--- config.mk ---
export PLATFORM = sky130hd
export DESIGN_NAME = axil_regbank_slave
export DESIGN_NICKNAME = d
export VERILOG_FILES = /design/src/rtl/axil_regbank_slave.sv
export SDC_FILE = /design/constraint.sdc
export NUM_CORES = 1
export LEC_CHECK = 0
export ABC_AREA = 1
export CAP_MARGIN = 20
export CORE_MARGIN = 3
export CORE_UTILIZATION = 42
export CTS_CLUSTER_SIZE = 24
export DETAILED_ROUTE_END_ITERATION = 10
export PLACE_DENSITY_LB_ADDON = 0.1
export REMOVE_ABC_BUFFERS = 1
export SLEW_MARGIN = 0
export SYNTH_ARGS = -nofsm -noshare
export SYNTH_HDL_FRONTEND = slang
export SYNTH_SLANG_ARGS = --single-unit
--- constraint.sdc ---
create_clock -name clk -period 3 [get_ports clk]
set_input_delay 0.45 -clock clk [delete_from_list [all_inputs] [get_ports clk]]
set_output_delay 0.45 -clock clk [all_outputs]
set_load 0.02 [all_outputs]
--- src/rtl/axil_regbank_slave.sv ---
// axil_regbank_slave: parametrised AXI4-Lite slave exposing NUM_REGS r/w
// control registers. AW and W land in independent one-entry holding buffers;
// a write commits once both are held and the B channel is free.
// Optional build macro: AXIL_REGBANK_PROT_CHECK_EN (reject unprivileged access).
module axil_regbank_slave #(
  parameter int ADDR_WIDTH = 4,
  parameter int DATA_WIDTH = 32,
  parameter int NUM_REGS   = 4,
  parameter logic [DATA_WIDTH-1:0] RESET_VAL = '0
) (
  input  logic                           clk,
  input  logic                           rst,
  input  logic [ADDR_WIDTH-1:0]          awaddr,
  input  logic [2:0]                     awprot,
  input  logic                           awvalid,
  output logic                           awready,
  input  logic [DATA_WIDTH-1:0]          wdata,
  input  logic [DATA_WIDTH/8-1:0]        wstrb,
  input  logic                           wvalid,
  output logic                           wready,
  output logic [1:0]                     bresp,
  output logic                           bvalid,
  input  logic                           bready,
  input  logic [ADDR_WIDTH-1:0]          araddr,
  input  logic [2:0]                     arprot,
  input  logic                           arvalid,
  output logic                           arready,
  output logic [DATA_WIDTH-1:0]          rdata,
  output logic [1:0]                     rresp,
  output logic                           rvalid,
  input  logic                           rready,
  output logic [NUM_REGS*DATA_WIDTH-1:0] regs_o,
  output logic [NUM_REGS-1:0]            wr_pulse_o
);

  localparam int STRB_W    = DATA_WIDTH / 8;
  localparam int LANE_BITS = $clog2(STRB_W);
  localparam int IDX_W     = ADDR_WIDTH - LANE_BITS;
  localparam logic [1:0] RESP_OKAY   = 2'b00;
  localparam logic [1:0] RESP_SLVERR = 2'b10;

  // Holding buffers; only the word index of the address is kept.
  logic                  aw_held_q, aw_held_d;
  logic [IDX_W-1:0]      aw_idx_q,  aw_idx_d;
  logic                  w_held_q,  w_held_d;
  logic [DATA_WIDTH-1:0] w_data_q,  w_data_d;
  logic [STRB_W-1:0]     w_strb_q,  w_strb_d;
  logic                  bvalid_q,  bvalid_d;
  logic [1:0]            bresp_q,   bresp_d;
  logic                  rvalid_q,  rvalid_d;
  logic [DATA_WIDTH-1:0] rdata_q,   rdata_d;
  logic [1:0]            rresp_q,   rresp_d;
  logic [NUM_REGS-1:0]   wr_pulse_q, wr_pulse_d;
  logic [NUM_REGS-1:0][DATA_WIDTH-1:0] regs_q, regs_d;

  logic aw_hs, w_hs, ar_hs, commit;
  logic wr_hit, wr_ok, rd_hit, rd_ok;
  logic [NUM_REGS-1:0]   wr_sel;
  logic [DATA_WIDTH-1:0] rd_word;
  logic [IDX_W-1:0]      ar_idx;

`ifdef AXIL_REGBANK_PROT_CHECK_EN
  logic aw_priv_q, aw_priv_d;
  logic unused_bits;
  assign unused_bits = ^{awaddr[LANE_BITS-1:0], araddr[LANE_BITS-1:0],
                         awprot[2:1], arprot[2:1]};
`else
  logic unused_bits;
  assign unused_bits = ^{awaddr[LANE_BITS-1:0], araddr[LANE_BITS-1:0],
                         awprot, arprot};
`endif

  assign awready    = !aw_held_q;
  assign wready     = !w_held_q;
  assign arready    = !rvalid_q;
  assign bvalid     = bvalid_q;
  assign bresp      = bresp_q;
  assign rvalid     = rvalid_q;
  assign rdata      = rdata_q;
  assign rresp      = rresp_q;
  assign regs_o     = regs_q;
  assign wr_pulse_o = wr_pulse_q;

  assign aw_hs  = awvalid && !aw_held_q;
  assign w_hs   = wvalid && !w_held_q;
  assign ar_hs  = arvalid && !rvalid_q;
  assign commit = aw_held_q && w_held_q && (!bvalid_q || bready);
  assign ar_idx = araddr[ADDR_WIDTH-1:LANE_BITS];

  // Decode the buffered write index and the live read index against the bank.
  always_comb begin
    wr_hit  = 1'b0;
    wr_sel  = '0;
    rd_hit  = 1'b0;
    rd_word = '0;
    for (int i = 0; i < NUM_REGS; i++) begin
      if (aw_idx_q == IDX_W'(i)) begin
        wr_hit    = 1'b1;
        wr_sel[i] = 1'b1;
      end
      if (ar_idx == IDX_W'(i)) begin
        rd_hit  = 1'b1;
        rd_word = regs_q[i];
      end
    end
`ifdef AXIL_REGBANK_PROT_CHECK_EN
    wr_ok = wr_hit && aw_priv_q;
    rd_ok = rd_hit && arprot[0];
`else
    wr_ok = wr_hit;
    rd_ok = rd_hit;
`endif
  end

  // Next-state for buffers, channels and the register bank.
  always_comb begin
    aw_held_d  = aw_held_q;
    aw_idx_d   = aw_idx_q;
    w_held_d   = w_held_q;
    w_data_d   = w_data_q;
    w_strb_d   = w_strb_q;
    bvalid_d   = bvalid_q;
    bresp_d    = bresp_q;
    rvalid_d   = rvalid_q;
    rdata_d    = rdata_q;
    rresp_d    = rresp_q;
    regs_d     = regs_q;
    wr_pulse_d = '0;
`ifdef AXIL_REGBANK_PROT_CHECK_EN
    aw_priv_d  = aw_priv_q;
`endif
    // Commit frees both buffers; the B slot is either empty or retiring now.
    if (commit) begin
      aw_held_d = 1'b0;
      w_held_d  = 1'b0;
      bvalid_d  = 1'b1;
      bresp_d   = wr_ok ? RESP_OKAY : RESP_SLVERR;
      if (wr_ok) begin
        wr_pulse_d = wr_sel;
        for (int i = 0; i < NUM_REGS; i++)
          for (int b = 0; b < STRB_W; b++)
            if (wr_sel[i] && w_strb_q[b])
              regs_d[i][b*8 +: 8] = w_data_q[b*8 +: 8];
      end
    end else if (bready) begin
      bvalid_d = 1'b0;
    end
    // A handshake can only happen on an empty buffer, so it never races commit.
    if (aw_hs) begin
      aw_held_d = 1'b1;
      aw_idx_d  = awaddr[ADDR_WIDTH-1:LANE_BITS];
`ifdef AXIL_REGBANK_PROT_CHECK_EN
      aw_priv_d = awprot[0];
`endif
    end
    if (w_hs) begin
      w_held_d = 1'b1;
      w_data_d = wdata;
      w_strb_d = wstrb;
    end
    // Read data is taken from regs_q, so a same-edge commit is not visible.
    if (ar_hs) begin
      rvalid_d = 1'b1;
      rdata_d  = rd_ok ? rd_word : '0;
      rresp_d  = rd_ok ? RESP_OKAY : RESP_SLVERR;
    end else if (rready) begin
      rvalid_d = 1'b0;
    end
  end

  // State registers with synchronous active-low reset.
  always_ff @(posedge clk) begin
    if (!rst) begin
      aw_held_q  <= 1'b0;
      aw_idx_q   <= '0;
      w_held_q   <= 1'b0;
      w_data_q   <= '0;
      w_strb_q   <= '0;
      bvalid_q   <= 1'b0;
      bresp_q    <= RESP_OKAY;
      rvalid_q   <= 1'b0;
      rdata_q    <= '0;
      rresp_q    <= RESP_OKAY;
      wr_pulse_q <= '0;
      for (int i = 0; i < NUM_REGS; i++) regs_q[i] <= RESET_VAL;
`ifdef AXIL_REGBANK_PROT_CHECK_EN
      aw_priv_q  <= 1'b0;
`endif
    end else begin
      aw_held_q  <= aw_held_d;
      aw_idx_q   <= aw_idx_d;
      w_held_q   <= w_held_d;
      w_data_q   <= w_data_d;
      w_strb_q   <= w_strb_d;
      bvalid_q   <= bvalid_d;
      bresp_q    <= bresp_d;
      rvalid_q   <= rvalid_d;
      rdata_q    <= rdata_d;
      rresp_q    <= rresp_d;
      wr_pulse_q <= wr_pulse_d;
      regs_q     <= regs_d;
`ifdef AXIL_REGBANK_PROT_CHECK_EN
      aw_priv_q  <= aw_priv_d;
`endif
    end
  end

endmodule

After elaboration in Yosys (flattened, before gate mapping)
Cells that the tools add are included.
Widths: inputs -> output; s select.
{"block": "op_classes", "eq_ne": 6, "n_mux": 25, "reduce_logical": 49}
{"operator": "$mux 32", "count": 5}
{"operator": "$reduce_and 3->1", "count": 17}
{"operator": "$logic_and 1x1->1", "count": 21}
{"operator": "$mux 1", "count": 18}
{"operator": "$eq 2x2->1 const B", "count": 4}
{"operator": "$reduce_bool 2->1", "count": 4}
{"operator": "$eq 2x1->1 const B", "count": 2}
{"operator": "$logic_not 1->1", "count": 4}
{"operator": "$logic_not 2->1", "count": 2}
{"operator": "$mux 2", "count": 2}
{"operator": "$logic_or 1x1->1", "count": 1}
{"block": "word_totals", "reg_bits": 210, "input_bits": 57, "out_inout_bits": 173, "word_cells": 107}

Logic depth before layout (Yosys ltp)
{"block": "depth", "word_depth": 6, "mapped_depth": 9, "ltp_nobuf": 7}

Least setup slack after synthesis
Ideal clock, no wire load.
{"block": "synth_timing", "kind": "input -> register", "startpoint": "input port bready", "endpoint": "register regs_q (netlist bit regs_o[11])", "arrival_ns": 1.300, "required_time_ns": 2.884, "setup_slack_ns": 1.584, "path_stages": 8, "path_buffers": 2, "path_cell_list": "inv_1 -> nand2_4 -> nand2_8 -> buf_12 -> buf_12 -> nor2_8 -> o21ai_0 -> nor2_1"}
{"block": "synth_via", "elab_chain_len": 3}
{"element": "start: declaration", "line_no": "23", "source": "input logic bready,"}
{"element": "$logic_or 1x1->1", "line_no": "87", "source": "assign commit = aw_held_q && w_held_q && (!bvalid_q || bready);"}
{"element": "$logic_and 1x1->1", "line_no": "87"}
{"element": "$reduce_and 3->1 (no line)"}
{"element": "end signal: assignment", "line_no": "201", "source": "regs_q <= regs_d;"}
{"element": "end: declaration", "line_no": "54", "source": "logic [NUM_REGS-1:0][DATA_WIDTH-1:0] regs_q, regs_d;"}
Every way passes these cells.
A chain may end at the register's enable or synchronous reset.

Worst setup path in the final report
{"block": "layout_timing", "startpoint": "register regs_q (netlist bit regs_o[39])", "endpoint": "output port regs_o[39]"}
{"element": "end: declaration", "line_no": "32", "source": "output logic [NUM_REGS*DATA_WIDTH-1:0] regs_o,"}
No word-level cell between the ends.

==> run summary <==
Vias per cell = 4.86
Compound-gate portion of the synthesized area = 0.102
ANT nets after route = 0
Fin. Hold Viols = 0
Port bufs = 217
Routed len/inst = 15.2 microns
Mux cell area share after synthesis = 0
Routability cong. = 0.758
Final Setup Violations = 0
Detailed placement HPWL = 17.3 mm
Layout cells sized above 1 = 0.0884
Async set-reset flop share out of synthesis = 0
Yosys warning total = 0
Crit. Startpoint = regs_o[39]
CP max FO = 3
Period utilization = 0.663
Dpl cells = 1,715
Power per Cell Area = 553 nW/um^2
CP Class = flip-flop to output pin
First-pass GRT wire length = 42.2 mm
Std cell rows = 53
Worst-margin pin slew = 0.797 ns
R2R setup slack = 1.35 ns
Startpoint types = flip-flop
RSZ-0062 raised after global routing = no
Die extent in y = 154 microns
Pin count of the biggest net entering global routing = 89
Syn Std Cell Area = 9170 sq um
Nets = 1,523
CTS tree = done
Final wirelength = 26.7 mm
ANT cells = 0
Num CTS Buffers = 24
Core area = 21,200 sq um
R2R depth = 7
Hold path cells = 3
R2R Path End = regs_o[68]
Final routed DRC violation total = 0
Max Cap Viol = 0
Die width = 154 microns
Number of global-route vias before repair = 7,763
H-Tree Depth = 1
Gr ovfl total = 0
Number of post-CTS setup repair buffers = 0
Adder-cell share of the synthesized area = 0
Hold Startpoint = rst
Die area = 23,600 sq um
Starting Density = 0.432
Most used DFF post-synth = dfxtp_1
Crit path DAT = 1.54 ns
Fill count = 2,087
Status = finished, final reports clean
Peak VDD IR = 0.400 mV
P_leak = 4.82 nW
Critical path's top delay family = buffers and inverters
Starting DRT DRC Count = 341
Main combinational cell family by area after synthesis = simple AND/OR/NAND/NOR gates
Post-Synth XOR/XNOR Area = 0
Yosys reg bits = 208
Crit. End Element = output pin
Origin of the critical flop-to-flop path = aw_idx_q[1]
Initial antenna violation count = 0
Critical-path cell list = clkdlybuf4s50_1
Worst-case hold slack = 0.408 ns
Synth Area in Simple Gates = 0.350
Max incr delay on CP = 0.63 ns
Post-Layout Cell Count = 1,757
Pre-CTS WS = 0.805 ns
Slowest cell on the critical path = clkdlybuf4s50_1
CTS max path bufs = 3
PostCTS Resize Cnt = 0
Overall routing resource usage = 0.219
Final setup margin = 1.01 ns
Max_slew headroom = 0.465
Worst EP required = 2.55 ns
Fmax = 0.503 GHz
Vias = 8,533
Power Total = 6.78 mW
Post-synth cell types = 34
Syn Inst Count = 1,279
Slew Limit Fails = 0
Most common cell after layout, fill and taps aside = nand2_1
Reg area = 4160 sq um
Mean Syn Cell Area = 7.17 sq um
Clock Latency Late Sink = 0.52 ns
1st-pass router iterations = 5
Worst Skew = 0.0187 ns
Multi-input logic area = 4160 sq um
Number of flops mapped to enable cells by yosys = 0
Clk slew on worst S/H paths = 0.06 ns
Worst Path Buf+Inv = 1
Worst hold endpoint = regs_o[76]
Area growth from synthesis to layout = 33.6%
TritonCTS Sinks = 208
Minimum clock period after layout = 1.99 ns
Setup TNS = 0 ns
Post-cts hold buffer count = 0
Most frequent cells in the layout = nand2_1, nor2_1, clkdlybuf4s50_1
Clock root buffer = clkbuf_16
Register area share after synthesis = 0.454
HP Class = primary input to flip-flop
Number of I/O pins = 230
-- report_power, final --
group / total (mW) / internal (mW) / switching [mW]
Combinational: 0.708 / 0.266 / 0.442
Sequential: 2.92 / 2.85 / 0.0614
Clock: 3.16 / 2.00 / 1.16
Total: 6.78 / 5.12 / 1.66
-- cell families after synthesis --
logic type             after synthesis
AND/OR/NAND/NOR                    708
buffers and inverters              177
AO/OA/AOI/OAI                      185
flip-flops                         208
other                                1
-- sequential cells by signal, indices dropped and copies added (netlist names), 2 cells and up --
register and cells:
aw_idx_q 2, wr_pulse_o 4, w_data_q 32, rdata 32, regs_o 128, w_strb_q 4
-- cells in the mapped netlist (4+ instances only) --
| master | number | area [sq um] |
|---|---|---|
| buf_12 | 4 | 80.1 |
| nor2_8 | 5 | 100 |
| buf_2 | 18 | 90.1 |
| nor2_4 | 11 | 124 |
| buf_1 | 14 | 52.6 |
| or2_0 | 6 | 37.5 |
| o21ai_1 | 5 | 25.0 |
| nor3_2 | 29 | 290 |
| dfxtp_1 | 208 | 4160 |
| nand2_1 | 287 | 1080 |
| or2_2 | 4 | 25.0 |
| nor3_1 | 6 | 30.0 |
| inv_2 | 5 | 18.8 |
| nand3_1 | 82 | 410 |
| nor2_1 | 259 | 972 |
| inv_1 | 95 | 357 |
| a21oi_1 | 66 | 330 |
| buf_6 | 11 | 124 |
| clkbuf_1 | 23 | 86.3 |
| o21ai_0 | 112 | 561 |
| nand2_2 | 5 | 31.3 |
| or2_1 | 7 | 43.8 |
-- metrics by stage --
stage	util	cell area, sq um
global route	0.578	12300
global placement	0.537	11400
floorplan	-	8700
detailed placement	0.537	11400
finish	0.578	12300
CTS	0.578	12300
-- cell type report --
cell class              count  area share
flip-flops and latches    208       0.340
multi-input cells         895       0.339
repair buffers            235       0.191
clock buffers              31      0.0578
inverters                 102      0.0314
well taps                 275      0.0281
clock inverters            11      0.0130
-- layer usage --
metal / vias up / wire length, microns / track usage
met2: 242 / 12700 / 0.368
met1: 3867 / 11600 / 0.290
met3: 33 / 1880 / 0.0456
met5: - / 0 / 0
met4: 0 / 523 / 0.0551
li1: 4391 / - / -
-- worst max-delay path by stage --
| stage | end | slack (ns) | cells past startpoint |
|---|---|---|---|
| 2_1_floorplan | rdata[0] | 0.32 | 5 |
| 3_3_place_gp | regs_o[14] | 0.83 | 8 |
| 3_5_place_dp | regs_o[111] | 0.81 | 8 |
| 4_1_cts | rvalid | 1.0 | 1 |
| 5_1_grt | awready | 0.97 | 2 |
| 6_report | regs_o[39] | 1.01 | 1 |
(Power assumes the default switching activity.)
